<file path="src/rtl/fetch_unit.sv">
// fetch_unit: program counter and 2-entry instruction prefetch queue
// for the 16-bit core, with branch redirect, fetch squash and halt.
module fetch_unit #(
    parameter int                 PC_W       = 12,
    parameter int                 INSTR_W    = 16,
    parameter logic [PC_W-1:0]    RESET_PC   = '0,
    parameter logic [INSTR_W-1:0] HALT_INSTR = 16'hC0F0
) (
    input  logic               clk,
    input  logic               rst_n,
    input  logic               stall,
    output logic               imem_req,
    output logic [PC_W-1:0]    imem_addr,
    input  logic               imem_ack,
    input  logic [INSTR_W-1:0] imem_rdata,
    input  logic               jflag,
    input  logic [PC_W-1:0]    jdest,
    output logic [PC_W-1:0]    pc,
    output logic [INSTR_W-1:0] instr,
    output logic               instr_valid,
    output logic               halted
);

    typedef enum logic {RUN, HALT} state_t;

    state_t state, state_nx;

    logic [PC_W-1:0]    fpc, fpc_nx;
    logic [PC_W-1:0]    addr, addr_nx;
    logic               req, req_nx;
    logic               squash, squash_nx;
    logic [1:0]         cnt, cnt_nx;
    logic [PC_W-1:0]    q0_pc, q1_pc;
    logic [INSTR_W-1:0] q0_in, q1_in;

    logic consume, taken, accept, hit_halt;
    logic flush, push, pop, outst;

    assign consume  = (cnt != 2'd0) & ~stall;
    assign taken    = consume & jflag;
    assign accept   = req & imem_ack & ~squash & ~taken & (state == RUN);
    assign hit_halt = consume & (q0_in == HALT_INSTR);
    assign flush    = taken | hit_halt;
    assign push     = accept & ~flush;
    assign pop      = consume & ~flush;
    assign outst    = req & ~imem_ack;

    always_ff @(posedge clk or negedge rst_n) begin
        if (!rst_n) state <= RUN;
        else        state <= state_nx;
    end

    always_comb begin
        state_nx = state;
        unique case (1'b1)
            (state == RUN) & hit_halt: state_nx = HALT;
            default:                   state_nx = state;
        endcase
    end

    always_comb begin
        halted      = (state == HALT);
        instr_valid = (cnt != 2'd0);
        imem_req    = req;
        imem_addr   = addr;
        pc          = q0_pc;
        instr       = q0_in;
    end

    always_comb begin
        fpc_nx = fpc;
        if (taken)       fpc_nx = jdest;
        else if (accept) fpc_nx = fpc + PC_W'(1);

        if (flush) cnt_nx = 2'd0;
        else       cnt_nx = cnt + 2'(push) - 2'(pop);

        squash_nx = squash;
        if (req & imem_ack)  squash_nx = 1'b0;
        if (taken & outst)   squash_nx = 1'b1;

        // A pending request keeps its address even if fpc is redirected.
        req_nx  = outst | ((state_nx == RUN) & (cnt_nx <= 2'd1));
        addr_nx = outst ? addr : fpc_nx;
    end

    always_ff @(posedge clk or negedge rst_n) begin
        if (!rst_n) begin
            fpc    <= RESET_PC;
            addr   <= RESET_PC;
            req    <= 1'b0;
            squash <= 1'b0;
            cnt    <= 2'd0;
        end else begin
            fpc    <= fpc_nx;
            addr   <= addr_nx;
            req    <= req_nx;
            squash <= squash_nx;
            cnt    <= cnt_nx;
        end
    end

    always_ff @(posedge clk or negedge rst_n) begin
        if (!rst_n) begin
            q0_pc <= '0;
            q0_in <= '0;
            q1_pc <= '0;
            q1_in <= '0;
        end else if (push) begin
            if (cnt == 2'd0 || (cnt == 2'd1 && pop)) begin
                q0_pc <= fpc;
                q0_in <= imem_rdata;
            end else if (cnt == 2'd1) begin
                q1_pc <= fpc;
                q1_in <= imem_rdata;
            end else begin
                q0_pc <= q1_pc;
                q0_in <= q1_in;
                q1_pc <= fpc;
                q1_in <= imem_rdata;
            end
        end else if (pop && cnt == 2'd2) begin
            q0_pc <= q1_pc;
            q0_in <= q1_in;
        end
    end

endmodule
</file>
<file path="config.mk">
export PLATFORM = sky130hd
export DESIGN_NAME = fetch_unit
export DESIGN_NICKNAME = d
export VERILOG_FILES = /design/src/rtl/fetch_unit.sv
export SDC_FILE = /design/constraint.sdc
export NUM_CORES = 1
export LEC_CHECK = 0
export CAP_MARGIN = 5
export CORE_MARGIN = 10
export CORE_UTILIZATION = 30
export DETAILED_ROUTE_END_ITERATION = 10
export DONT_BUFFER_PORTS = 1
export HOLD_SLACK_MARGIN = 0.1
export RECOVER_POWER = 50
export SLEW_MARGIN = 0
export SYNTH_ARGS = -nofsm -noshare
export SYNTH_HDL_FRONTEND = slang
export SYNTH_SLANG_ARGS = --single-unit
</file>
<file path="constraint.sdc">
create_clock -name clk -period 2.5 [get_ports clk]
set_input_delay 0.5 -clock clk [delete_from_list [all_inputs] [get_ports clk]]
set_output_delay 0.5 -clock clk [all_outputs]
set_load 0.1 [all_outputs]
</file>
Yosys cells after proc, flatten, opt, wreduce, memory -nomap -nowiden
Index checks and enable logic that the tools add are counted.
{ "word_totals": {"regBits": 85, "in_bits": 33, "output_inout_bits": 43, "wordCells": 64} }
{ "classes": {"n_addsub": 3, "n_lt_le_gt_ge": 1, "n_eq_ne": 4, "muxes": 14, "bitwise_logic": 23, "n_reduce_logical": 9} }
{ "ops": {"columns": ["operator", "n"], "rows": [
  ["12-bit two-way mux", 6],
  ["16-bit two-way mux", 4],
  ["16-bit equality test (second input constant)", 1],
  ["1-bit bitwise AND", 13],
  ["12-bit by 1-bit adder with 12-bit output (second input constant)", 1],
  ["1-bit NOT", 8],
  ["2-bit nonzero test", 3],
  ["2-bit AND reduction", 2],
  ["1-bit two-way mux", 3],
  ["3-bit by 2-bit != test with 1-bit output (second input constant)", 1],
  ["2-bit by 1-bit adder with 2-bit output", 1],
  ["2-bit by 1-bit equality test with 1-bit output (second input constant)", 1],
  ["2-bit equality test (second input constant)", 1],
  ["2-bit by 1-bit less-or-equal comparator with 1-bit output (second input constant)", 1],
  ["1-bit logical AND", 2],
  ["2-bit zero test", 1],
  ["2-bit two-way mux", 1],
  ["1-bit OR", 2],
  ["2-bit by 1-bit subtractor with 2-bit output", 1],
  ["1-bit logical OR", 1]
]} }

Depth between registers and ports, before layout
Gate-level depths: netlist of run 1.
{ "logic_depth": {"depth_word": 13, "mapped_depth": 13, "depth_no_buf": 13} }

Worst setup path before layout of run 1
Ideal clock, no wire load.
{ "synth_path": {"path_type": "flip-flop to flip-flop", "from": "register q0_in[7] (netlist: instr[7])", "to": "register req (netlist: imem_req)", "setup_time_ps": 83, "arrival_ps": 2686, "slack_ps": -268, "stages_incl_launch_ff": 13, "cell_sequence": "dfrtp_1 -> nor4bb_1 -> nand4_1 -> nor2_2 -> nor2_1 -> nand2_1 -> ha_1 -> inv_1 -> ha_1 -> xor2_1 -> xnor2_1 -> nor2_1 -> o21ai_0"} }
{ "synth_between": {"elab_chain_len": 11, "elab_cells_between_ends": 15, "cone_classes": "add/sub: 2; order compare: 1; eq/ne: 1; mux: 2; bitwise: 9"} }
{ "synth_rtl": {"columns": ["element", "line_no", "text"], "rows": [
  ["start: declaration", "34", "logic [INSTR_W-1:0] q0_in, q1_in;"],
  ["start signal: assignment", "112", "q0_in <= imem_rdata;"],
  ["start signal: assignment", "118", "q0_in <= q1_in;"],
  ["start signal: assignment", "124", "q0_in <= q1_in;"],
  ["16-bit equality test *", "42", "assign hit_halt = consume & (q0_in == HALT_INSTR);"],
  ["1-bit bitwise AND *", "42", null],
  ["1-bit OR", "43", "assign flush = taken | hit_halt;"],
  ["1-bit NOT", "44, 45", null],
  ["1-bit bitwise AND", "44", "assign push = accept & ~flush;"],
  ["2-bit by 1-bit adder with 2-bit output", "76", "else cnt_nx = cnt + 2'(push) - 2'(pop);"],
  ["2-bit by 1-bit subtractor with 2-bit output", "76", null],
  ["2-bit two-way mux", "75", "if (flush) cnt_nx = 2'd0;"],
  ["2-bit by 1-bit less-or-equal comparator with 1-bit output", "83", "req_nx = outst | ((state_nx == RUN) & (cnt_nx <= 2'd1));"],
  ["1-bit bitwise AND *", "83", null],
  ["1-bit OR *", "83", null],
  ["named net req_nx", "30", "logic req, req_nx;"],
  ["end signal: assignment", "97", "req <= req_nx;"],
  ["end: declaration", "30", null]
]} }
Mark *: on every way through the listed nets, which the timed path passes. The rest lies on a longest branch.
A chain may end at the register's enable or synchronous reset.

Worst setup path after layout of run 1
{ "layout_path": {"from": "register q0_in[2] (netlist: instr[2])", "to": "register req (netlist: imem_req)"} }
Same word-level chain as after synthesis.

==> results.ini, run 1 <==
[timing]
report.final.hold_viol_count = 85
max-slew-margin-rel_pct = 14.60
finalSetupViolCount = 0
hold_slack_ns = -0.1373
finalMaxSlewViolations = 0
finClkSkew_ns = 0.007109
fin_tns_setup_ns = 0
period_minus_slack_ns = 2.320
max_slew.worst_pin.slew_ns = 1.281
fmax_mhz = 431.1
finalCritPeriodShare_pct = 92.79

[synth]
synth_cells = 335
ys_ff_latch = 85
avgSynthCellArea_um2 = 11.70
synthArstFlopShare_pct = 100.0
ys_types = 47
synth-seq-area-share_pct = 54.26
syn_nets = 371
synthFlopType = dfrtp_1
synth-edff-count = 0
yosysWarnings = 0
syn_area_um2 = 3920

[worst_setup_path]
path_depth = 12
cp.required_ns = 2.74
cp_cell_sequence = nor4bb_2 -> buf_4 -> nand3_4 -> nor2_4 -> nor3_1 -> ha_1 -> inv_1 -> ha_1 -> xor2_1 -> xnor2_1 -> nor2_1 -> o21ai_1
cp_common_cell = ha_1
reg2regPathDepth = 12
start_kind = flop
path_class = flop to flop
cpMaxStageDelayCell = dfrtp_2
path_buf_inv = 2
arrival_ns = 2.56
cp_max_fo = 3
cpLargestDelayFamily = simple AND/OR/NAND/NOR gates
cpPeakStageDelay_ns = 0.41
end_kind = flop

[final_layout]
multi_input_area_um2 = 1738
area_growth_pct = 21.48
layout_common_cells = dfrtp_1, nand2_1, o21ai_1
fillers = 1286
fin_nets = 412
drive_gt1_share_pct = 25.98
layout.area.seq_um2 = 2146
antennaDiodeCount = 0
layout_commonest_cell = dfrtp_1

[routing]
drtIter0Drc = 247
routed_wl_mm = 9.052
routed_via_density = 4.609
drt.antenna.violating_nets = 0
wire_per_inst_um = 16.37
first_pass_iters = 4
drc_errors = 0
dr_total_vias = 2549

[clock_network]
worstSkewPairLatency_ns = 0.33
ctsHtreeMaxLevel = 3
cts-buffers-inserted = 9
cts_buffer_depth = 2
clk_pin_slew_ns = 0.07
cts_sinks = 85
cts_root_buf = clkbuf_16
cts_setup_buffers = 0
cts_tree = yes

[die]
placementRows = 41
initial_utilization_pct = 30.81
core-area_um2 = 12720
dieArea_um2 = 18040
die_h_um = 134.3
io-pin-count = 76
fp.dieW_um = 134.3

[outcome]
status = complete, but fails checks
violations = hold timing

[global_routing]
grt_remaining_overflow = 0
grt_first_pass_wirelength_mm = 14.59
grt_pass1_vias = 2596
gr-usage-all-layers_pct = 10.23
antenna_found_initial = 0
grt_max_degree = 86

[run]
cap_viol_max_count = 0

[min_path]
hp-class = input pin to asynchronous set/reset pin

[place]
io_buffers = 0
dpl.hpwl_mm = 6.629
gp_congestion = 0.7992

-- worst paths after layout --
path	start	to	slack, ns
max in group asynchronous	rst_n	instr[15]$_DFFE_PN0P_	2.51
min in group clk	imem_ack	squash$_DFFE_PN0P_	0.26
setup reg to reg	instr[2]$_DFFE_PN0P_	imem_req$_DFF_PN0_	0.18
setup / recovery	instr[2]$_DFFE_PN0P_	imem_req$_DFF_PN0_	0.18
hold reg to reg	q1_in[11]$_DFFE_PN0P_	q1_in[11]$_DFFE_PN0P_	0.49
hold / removal	rst_n	imem_addr[5]$_DFFE_PN0N_	-0.14
-- per-stage QoR --
step / setup WS (ns) / area (um^2) / hold WS [ns] / util (%) / instances
2_1_floorplan: 0.03140 / 3939 / 0.2044 / - / 335
3_3_place_gp: 0.2496 / 4478 / 0.2083 / 35.20 / 537
3_5_place_dp: 0.1469 / 4478 / 0.2088 / 35.20 / 537
4_1_cts: 0.09170 / 4800 / -0.1558 / 37.73 / 553
5_1_grt: -0.001472 / 4762 / -0.1628 / 37.43 / 553
6_report: 0.1803 / 4762 / -0.1373 / 37.43 / 553
-- Yosys cell counts (all sizes together), types with 2 or more instances --
cell | count | area (um^2)
nor4bb | 2 | 20.02
nor3 | 2 | 10.01
nand3 | 4 | 25.02
xnor2 | 5 | 43.79
nand2b | 3 | 18.77
o21ai | 33 | 165.2
ha | 3 | 37.54
mux2 | 36 | 480.5
xor2 | 8 | 70.07
nor2b | 2 | 12.51
a31oi | 3 | 18.77
and2 | 4 | 25.02
nand2 | 42 | 157.7
a21oi | 9 | 45.04
mux2i | 28 | 280.3
buf | 13 | 86.33
dfrtp | 85 | 2127
nand4 | 5 | 31.28
and3 | 2 | 12.51
nor2 | 21 | 88.84
o31ai | 2 | 15.01
and4 | 2 | 17.52
or2 | 2 | 12.52
clkbuf | 6 | 22.52
inv | 2 | 7.500
-- layer usage --
metal	track usage, %	part of all wire (%)	vias up
met3	4.481	8.2	6
li1	-	-	1254
met1	12.71	44	1238
met5	0	0	-
met4	3.567	1.0	0
met2	15.40	47	51
-- worst register-to-register path: stages, from the launching register on --
cell and delay, ns:
dfrtp_2 0.41, nor4bb_2 0.27, buf_4 0.17, nand3_4 0.10, nor2_4 0.14, nor3_1 0.07
ha_1 0.28, inv_1 0.04, ha_1 0.17, xor2_1 0.17, xnor2_1 0.21, nor2_1 0.06
o21ai_1 0.15
-- sequential cells by signal, indices dropped and copies added, names as in the netlist --
signal	cells
halted	1
pc	12
fpc	12
q1_in	16
cnt	2
imem_addr	12
q1_pc	12
instr	16
imem_req	1
squash	1
-- area by class of cell --
cell class / count / area share [%]
multi-input combinational: 229 / 36.50
inverter: 2 / 0.1576
timing repair buffer: 49 / 7.015
tap: 172 / 4.519
clock buffer: 9 / 4.729
sequential: 85 / 45.06
clock inverter: 7 / 2.023
-- what timing repair did --
action	CTS	global route
setup endpoints to repair	0	1
hold endpoints to repair	85	85
resized for setup	0	6
-- logic make-up (layout without fill, tap and decap cells) --
| kind of cell | after synthesis | after routing | synth area share, % |
|---|---|---|---|
| simple gates | 97 | 97 | 12.32 |
| flops | 85 | 85 | 54.26 |
| mux | 64 | 64 | 19.41 |
| compound gates | 52 | 52 | 7.182 |
| buf+inv | 21 | 67 | 2.968 |
| xor+xnor | 13 | 13 | 2.905 |
| fa+ha+maj | 3 | 3 | 0.9577 |
Power of run 1 is left out: the tool's default activity adds up to more than one toggle a clock period on the data nets, which glitch-free logic cannot reach.
==> inputs of run 2 (changes only) <==
--- a/config.mk
+++ b/config.mk
@@ -5,6 +5,7 @@
 export SDC_FILE = /design/constraint.sdc
 export NUM_CORES = 1
 export LEC_CHECK = 0
+export ABC_CLOCK_PERIOD_IN_PS = 2500
 export CAP_MARGIN = 5
 export CORE_MARGIN = 10
 export CORE_UTILIZATION = 30
==> results of run 2 <==
Final layout, timing and power as in run 1 (identical DEF).
Power of run 2 is left out for the same reason.
